$ cat config.mk
export PLATFORM = sky130hd
export DESIGN_NAME = pc_fetch_seq
export DESIGN_NICKNAME = d
export VERILOG_FILES = /design/src/rtl/pc_fetch_seq_pkg.sv /design/src/rtl/pc_fetch_seq_pc_reg.sv /design/src/rtl/pc_fetch_seq.sv
export SDC_FILE = /design/constraint.sdc
export NUM_CORES = 1
export LEC_CHECK = 0
export ABC_AREA = 1
export CAP_MARGIN = 20
export CORE_UTILIZATION = 23
export CTS_BUF_LIST = sky130_fd_sc_hd__clkbuf_16
export DETAILED_ROUTE_END_ITERATION = 8
export REMOVE_ABC_BUFFERS = 1
export SETUP_SLACK_MARGIN = 0.3
export SLEW_MARGIN = 40
export SYNTH_ARGS = -nofsm -noshare
export SYNTH_HDL_FRONTEND = slang
export SYNTH_HIERARCHICAL = 1
export SYNTH_SLANG_ARGS = --single-unit
$ cat constraint.sdc
create_clock -name clk -period 2.1 [get_ports clk]
set_clock_uncertainty 0.05 [all_clocks]
set_input_delay 0.42 -clock clk [delete_from_list [all_inputs] [get_ports clk]]
set_output_delay 0.42 -clock clk [all_outputs]
set_load 0.01 [all_outputs]
$ cat src/rtl/pc_fetch_seq_pkg.sv
// Shared fetch-sequencer definitions: state encoding, reset PC and PC increment.
package pc_fetch_seq_pkg;

    typedef enum logic [1:0] {
        StIdle  = 2'd0,
        StFetch = 2'd1,
        StValid = 2'd2
    } fetch_state_e;

    localparam logic [31:0] RESET_PC_DEFAULT = 32'h0000_0000;
    localparam logic [31:0] PC_INC           = 32'd4;

    // Jump keeps the region bits of the sequential successor of the jumping instruction.
    function automatic logic [31:0] jump_target(input logic [31:0] base_pc,
                                                input logic [25:0] index);
        logic [31:0] seq_pc;
        seq_pc = base_pc + PC_INC;
        return {seq_pc[31:28], index, 2'b00};
    endfunction

endpackage

$ cat src/rtl/pc_fetch_seq_pc_reg.sv
// 32-bit program counter register with load enable.
module pc_reg
    import pc_fetch_seq_pkg::*;
#(
    parameter logic [31:0] RESET_PC = RESET_PC_DEFAULT
) (
    input  logic        clk,
    input  logic        rst,
    input  logic        load,
    input  logic [31:0] d,
    output logic [31:0] q
);

    // Hold the PC; reload only when the sequencer asks for it.
    always_ff @(posedge clk or negedge rst) begin
        if (!rst) begin
            q <= RESET_PC;
        end else if (load) begin
            q <= d;
        end
    end

endmodule

$ cat src/rtl/pc_fetch_seq.sv
// Instruction fetch sequencer: issues one fetch at a time, holds the returned
// instruction for the consumer, and handles branch/jump redirects.
module pc_fetch_seq
    import pc_fetch_seq_pkg::*;
#(
    parameter logic [31:0] RESET_PC = RESET_PC_DEFAULT
) (
    input  logic        clk,
    input  logic        rst,
    output logic        imem_req,
    output logic [31:0] imem_addr,
    input  logic        imem_ack,
    input  logic [31:0] imem_rdata,
    output logic        inst_valid,
    output logic [31:0] inst,
    output logic [31:0] inst_pc,
    input  logic        stall,
    input  logic        br_taken,
    input  logic [31:0] br_target,
    input  logic        jmp,
    input  logic [25:0] jmp_index,
    output logic [31:0] pc
);

    fetch_state_e state_q, state_d;
    logic         pend_q, pend_d;
    logic [31:0]  pend_tgt_q, pend_tgt_d;
    logic [31:0]  inst_q, inst_d;
    logic [31:0]  inst_pc_q, inst_pc_d;
    logic         pc_load;
    logic [31:0]  pc_d;
    logic         redir;
    logic [31:0]  redir_tgt;

    assign redir     = jmp | br_taken;
    assign redir_tgt = jmp ? jump_target(inst_pc_q, jmp_index) : {br_target[31:2], 2'b00};

    pc_reg #(
        .RESET_PC (RESET_PC)
    ) u_pc_reg (
        .clk  (clk),
        .rst  (rst),
        .load (pc_load),
        .d    (pc_d),
        .q    (pc)
    );

    // Next-state, pending redirect and held-instruction update.
    always_comb begin
        state_d    = state_q;
        pend_d     = pend_q;
        pend_tgt_d = pend_tgt_q;
        inst_d     = inst_q;
        inst_pc_d  = inst_pc_q;
        pc_load    = 1'b0;
        pc_d       = pc;
        unique case (state_q)
            StIdle: begin
                state_d = StFetch;
            end
            StFetch: begin
                if (imem_ack) begin
                    pend_d = 1'b0;
                    if (redir) begin
                        // A fresh redirect beats an older pending one.
                        pc_load = 1'b1;
                        pc_d    = redir_tgt;
                    end else if (pend_q) begin
                        pc_load = 1'b1;
                        pc_d    = pend_tgt_q;
                    end else begin
                        inst_d    = imem_rdata;
                        inst_pc_d = pc;
                        pc_load   = 1'b1;
                        pc_d      = pc + PC_INC;
                        state_d   = StValid;
                    end
                end else if (redir) begin
                    // Request must stay stable, so park the target until the ack.
                    pend_d     = 1'b1;
                    pend_tgt_d = redir_tgt;
                end
            end
            StValid: begin
                if (redir) begin
                    pc_load = 1'b1;
                    pc_d    = redir_tgt;
                    state_d = StFetch;
                end else if (!stall) begin
                    state_d = StFetch;
                end
            end
            default: begin
                state_d = StIdle;
            end
        endcase
    end

    // State, pending redirect and held instruction registers.
    always_ff @(posedge clk or negedge rst) begin
        if (!rst) begin
            state_q    <= StIdle;
            pend_q     <= 1'b0;
            pend_tgt_q <= 32'h0;
            inst_q     <= 32'h0;
            inst_pc_q  <= 32'h0;
        end else begin
            state_q    <= state_d;
            pend_q     <= pend_d;
            pend_tgt_q <= pend_tgt_d;
            inst_q     <= inst_d;
            inst_pc_q  <= inst_pc_d;
        end
    end

    // Outputs decode straight from state so reset drops the request at once.
    always_comb begin
        imem_req   = (state_q == StFetch);
        imem_addr  = pc;
        inst_valid = (state_q == StValid);
        inst       = inst_q;
        inst_pc    = inst_pc_q;
    end

endmodule
# After elaboration in Yosys (flattened, before gate mapping)

Index checks and enable logic that the tools add are counted.

Bits in registers: 131
Bits of input ports: 96
Output and inout bits: 130
Logic and storage cells: 44

Equal/unequal tests: 7
$add $sub $neg: 2
Reduce and logical (&&, ||, !) cells: 8
Bitwise logic cells: 4
Mux-type cells: 17

Operators with widths:

| kind                    | number |
|---|---|
| $mux W32                | 5 |
| $add A32 B3 Y32 const B | 2 |
| $pmux W32 S2            | 1 |
| $reduce_and A4 Y1       | 3 |
| $mux W2                 | 5 |
| $pmux W2 S3             | 1 |
| $mux W1                 | 4 |
| $ne A2 B1 Y1 const B    | 2 |
| $ne A2 B2 Y1 const B    | 2 |
| $reduce_bool A2 Y1      | 2 |
| $ne A3 B2 Y1 const B    | 1 |
| $not A1 Y1              | 3 |
| $reduce_and A3 Y1       | 1 |
| $eq A2 B1 Y1 const B    | 1 |
| $eq A2 B2 Y1 const B    | 1 |
| $logic_not A2 Y1        | 1 |
| $pmux W1 S2             | 1 |
| $reduce_and A2 Y1       | 1 |
| $or A1 B1 Y1            | 1 |

# Logic depth before layout (Yosys ltp)

Word-level depth: 5
Gate-level depth with buffers: 15
Gate-level depth less buffers: 15

# Hierarchy

Netlist, hierarchy kept.

By module, submodules not included:

| module       | instances | area an instance (um2) | cells each |
|---|---|---|---|
| pc_fetch_seq | 1         | 6845.3                 | 984 |
| pc_reg       | 1         | 1292.5                 | 136 |

# Worst setup path before layout

OpenSTA, ideal clock, no wires.

Kind: register to register
Start point: reg state_q[0]
End point: reg u_pc_reg.q[4]
Required time: 1.933 ns
Clock period less this slack: 1.979 ns
Cell stages (with the launch flop): 12
Slack: 0.121 ns
Arrival time: 1.812 ns
Path through: dfrtp_1 inv_1 ha_1 buf_2 clkinv_1 clkbuf_1 a21oi_1 buf_6 inv_8 buf_12 nand2_2 nand2_1

Longest elaborated chain between the ends: 3
Elaborated cells between the ends (all ways): 8

RTL lines:

| element                                      | RTL line                  | source |
|---|---|---|
| start: declaration                           | pc_fetch_seq.sv:25        | `fetch_state_e state_q, state_d;` |
| start signal: assignment                     | pc_fetch_seq.sv:102       | `state_q <= StIdle;` |
| start signal: assignment                     | pc_fetch_seq.sv:108       | `state_q <= state_d;` |
| $eq A2 B2 Y1 or $eq A2 B1 Y1 (tied branches) | pc_fetch_seq.sv:57        | `unique case (state_q)` |
| $pmux W1 S2 (*)                              | pc_fetch_seq.sv:57        |  |
| net pc_load                                  | pc_fetch_seq.sv:30        | `logic pc_load;` |
| $reduce_and A4 Y1 (no source line) (*)       | n/a                       |  |
| end signal: assignment                       | pc_fetch_seq_pc_reg.sv:17 | `q <= RESET_PC;` |
| end signal: assignment                       | pc_fetch_seq_pc_reg.sv:19 | `q <= d;` |
| end: declaration                             | pc_fetch_seq_pc_reg.sv:11 | `output logic [31:0] q` |

The timed path passes the listed nets; every way through them passes the cells marked *.
A chain may end at the register's enable or synchronous reset.

# Worst setup path in the final report

Start point: reg state_q[1]
End point: reg pend_tgt_q[16]

Longest elaborated chain between the ends: 2

RTL lines:

| element                            | RTL line            | source |
|---|---|---|
| $eq A2 B1 Y1                       | pc_fetch_seq.sv:57  |  |
| $reduce_and A3 Y1 (no source line) | n/a                 |  |
| end signal: assignment             | pc_fetch_seq.sv:110 | `pend_tgt_q <= pend_tgt_d;` |
| end: declaration                   | pc_fetch_seq.sv:27  | `logic [31:0] pend_tgt_q, pend_tgt_d;` |

No other way between the ends.

==> flow_summary.json <==
{
  "antenna_found_initial": 0,
  "utilization": 0.395,
  "grt_max_degree": 67,
  "cts.sinks": 129,
  "crit_chain": "inv_2, ha_4, inv_4, nor2_4, inv_4, buf_6, buf_6, nor2_4, buf_6, buf_8, clkbuf_16, nand2_2, o21ai_1",
  "endpoint_kind": "flip-flop",
  "yosys_most_used_dff": "dfrtp_1",
  "io_pins": 226,
  "first_global_vias": 8647,
  "rsz0062_at_grt": "yes",
  "clk_path_buf_depth": 2,
  "track_usage": 0.179,
  "synthDominantCellAreaShare": 0.397,
  "ant_nets": 0,
  "grt_pass1_wl_um": 49300,
  "holdWs_ns": 0.342,
  "routed_wl_um": 35500,
  "pre_cts_slack_ns": -0.124,
  "crit_path_frequent_cell": "buf_6",
  "drive_gt1_frac": 0.294,
  "cts-root-buf": "clkbuf_16",
  "cts_tree": "done",
  "post-route-min-period_ns": 1.94,
  "ys_seq_area_frac": 0.397,
  "critPathSlowestCell": "dfrtp_2",
  "rrSetupSlack_ns": 0.16,
  "yosys-top-cells-count": "nand2_1, dfrtp_1, inv_1",
  "drt_iter0_markers": 725,
  "synth-seq-cells": 129,
  "startpoint_type": "flip-flop",
  "ys_warn_count": 6,
  "nets": 1559,
  "synth.distinct_cells": 45,
  "power_density_nw_per_um2": 1350,
  "route.vias.total": 9197,
  "numCtsBuffers": 17,
  "critPathMaxStageDelay_ns": 0.43,
  "port-buffer-count": 223,
  "crit_start": "state_q[1]",
  "synth_area_um2": 8140,
  "die_h_um": 190,
  "max_cap_violations": 0,
  "place_congestion": 0.886,
  "row_count": 68,
  "relSlewSlack": 0.650,
  "critPathArrivalTime_ns": 2.25,
  "rr_endpoint": "pend_tgt_q[16]",
  "synthCells": 1120,
  "report.final.slew_viol_count": 0,
  "worst_slack_ns": 0.164,
  "grt-ovfl-total": 0,
  "drc": 0,
  "synth_most_common_cell": "nand2_1",
  "status": "complete, no violations",
  "clock_tree.htree_level_count": 4,
  "peakVddDrop_uv": 1010,
  "syn_to_final_growth_pct": 68.6,
  "yosysTopAreaCell": "dfrtp_1",
  "synth.avg_cell_area_um2": 7.27,
  "r2r_start": "state_q[1]",
  "setup_viol": 0,
  "synth_edf_count": 0,
  "power.leakage_uw": 0.00685,
  "clk_latency_ns": 0.43,
  "cts.clk_slew.worst_paths_ns": 0.06,
  "core_area_um2": 34700,
  "hpwl_um": 22500,
  "fp.dieW_um": 190,
  "firstDrtPassIters": 6,
  "hp-class": "input port to async pin",
  "start_util": 0.234,
  "die_area_um2": 36100,
  "worst-r2r-cell-count": 13,
  "vias_per_cell": 4.78,
  "period_share": 0.922,
  "cp-endpoint": "pend_tgt_q[16]",
  "diodes": 0,
  "async_reset_ff_frac": 1.00,
  "wl_per_cell_um": 18.5,
  "synth_area_leaders": "dfrtp_1, nand2_1, mux2_2",
  "hold_violations": 0,
  "worst_ep_required_time_ns": 2.41,
  "worst_slew_pin_slew_ns": 0.524,
  "cp_max_fo": 8,
  "path_class": "flip-flop to flip-flop",
  "fmax_ghz": 0.517
}
through the flow:
stage	instance area [µm²]	TNS [ns]	cells	total power [µW]
after floorplan	7580	-122.46	1036	8390
after global placement	11100	-1.27	1791	13200
after detailed placement	11100	-2.37	1791	13300
after CTS	12600	0	1890	16800
after global routing	13700	0	1925	19500
final	13700	0	1925	18500
placed cells by master, fill, tap and decap left out, types with 5 or more instances in the layout:
cell             count
nand4_1             11
buf_4              101
mux2_2              20
clkbuf_16           26
dlygate4sd2_1      106
inv_4                8
nand2_1            386
buf_12              21
nor2_2              18
clkdlybuf4s50_1     92
a221oi_2            12
a21oi_1             34
nand3_1             42
buf_6               34
mux2_4              14
nor2_4              14
dfrtp_1            109
nand2_2             33
a22oi_1              6
clkinvlp_4           5
dlymetal6s2s_1      19
dfrtp_2             20
a21oi_2              6
buf_8                7
o21ai_0             28
nor2_1              56
inv_1               73
inv_2                7
o21ai_1             51
o21ai_2             15
nand3_2             11
buf_16               7
nand2_4             16
routing by layer:
layer / global-route usage / routed length [µm] / part of all wire / up-vias
met5: 0 / 0 / 0 / -
met3: 0.0273 / 2790 / 0.079 / 111
met2: 0.300 / 16900 / 0.47 / 472
met1: 0.226 / 14400 / 0.40 / 4350
li1: - / - / - / 4264
met4: 0.0797 / 1520 / 0.043 / 0
sequential cells by signal, indices dropped and copies added (netlist names):
name and count:
inst_pc 32, inst 32, pend_tgt_q 30, u_pc_reg/q 32, state_q 2, pend_q 1
what timing repair did:
item                                    CTS  global route
pin swaps                                30            36
cloned                                    8            13
hold buffers                              1             0
endpoints found under the setup margin  210           153
resized for setup                       214           227
setup buffers                            59            22
hold endpoints to repair                 12             0
worst min path at each step:
| stage | startpoint | slack (ns) | end | cells after the start |
|---|---|---|---|---|
| 2_1_floorplan | rst | 0.07 | inst[0] | 0 |
| 3_3_place_gp | rst | 0.25 | inst[1] | 1 |
| 3_5_place_dp | rst | 0.25 | inst[1] | 1 |
| 4_1_cts | rst | 0.35 | inst[1] | 2 |
| 5_1_grt | rst | 0.35 | inst[18] | 2 |
| 6_report | rst | 0.34 | inst[29] | 2 |
power by group:
part / switching (µW) / total (µW) / leakage (µW) / internal, µW
Combinational: 5920 / 10900 / 0.00494 / 4970
Clock: 1210 / 3060 / 0.000283 / 1850
Sequential: 918 / 4560 / 0.00163 / 3640
Total: 8050 / 18500 / 0.00685 / 10500
critical path, delay by kind of cell (launching register included):
kind,cells,cell delay [ns]
fa+ha+maj,1,0.19
flops,1,0.43
simple gates,3,0.25
compound gates,1,0.06
buf+inv,8,0.88
area by class of cell:
cell class	count	area (µm²)
sequential	129	3250
clock inverter	14	166
clock buffer	17	425
timing repair buffer	399	4190
multi-input combinational	816	4650
tap	455	569
inverter	91	397
timing repair inverter	4	73.8
fill	3434	21000
cell families (layout without fill, tap and decap cells):
logic type | Yosys count | count (layout) | synth area share
and+or+nand+nor | 600 | 600 | 0.313
buffers and inverters | 175 | 525 | 0.111
AOI/OAI and AO/OA | 173 | 173 | 0.121
DFF | 129 | 129 | 0.397
muxes | 34 | 34 | 0.0470
adders and majority gates | 5 | 5 | 0.00769
xor gates and xnor gates | 4 | 4 | 0.00430
(Power assumes the default switching activity.)
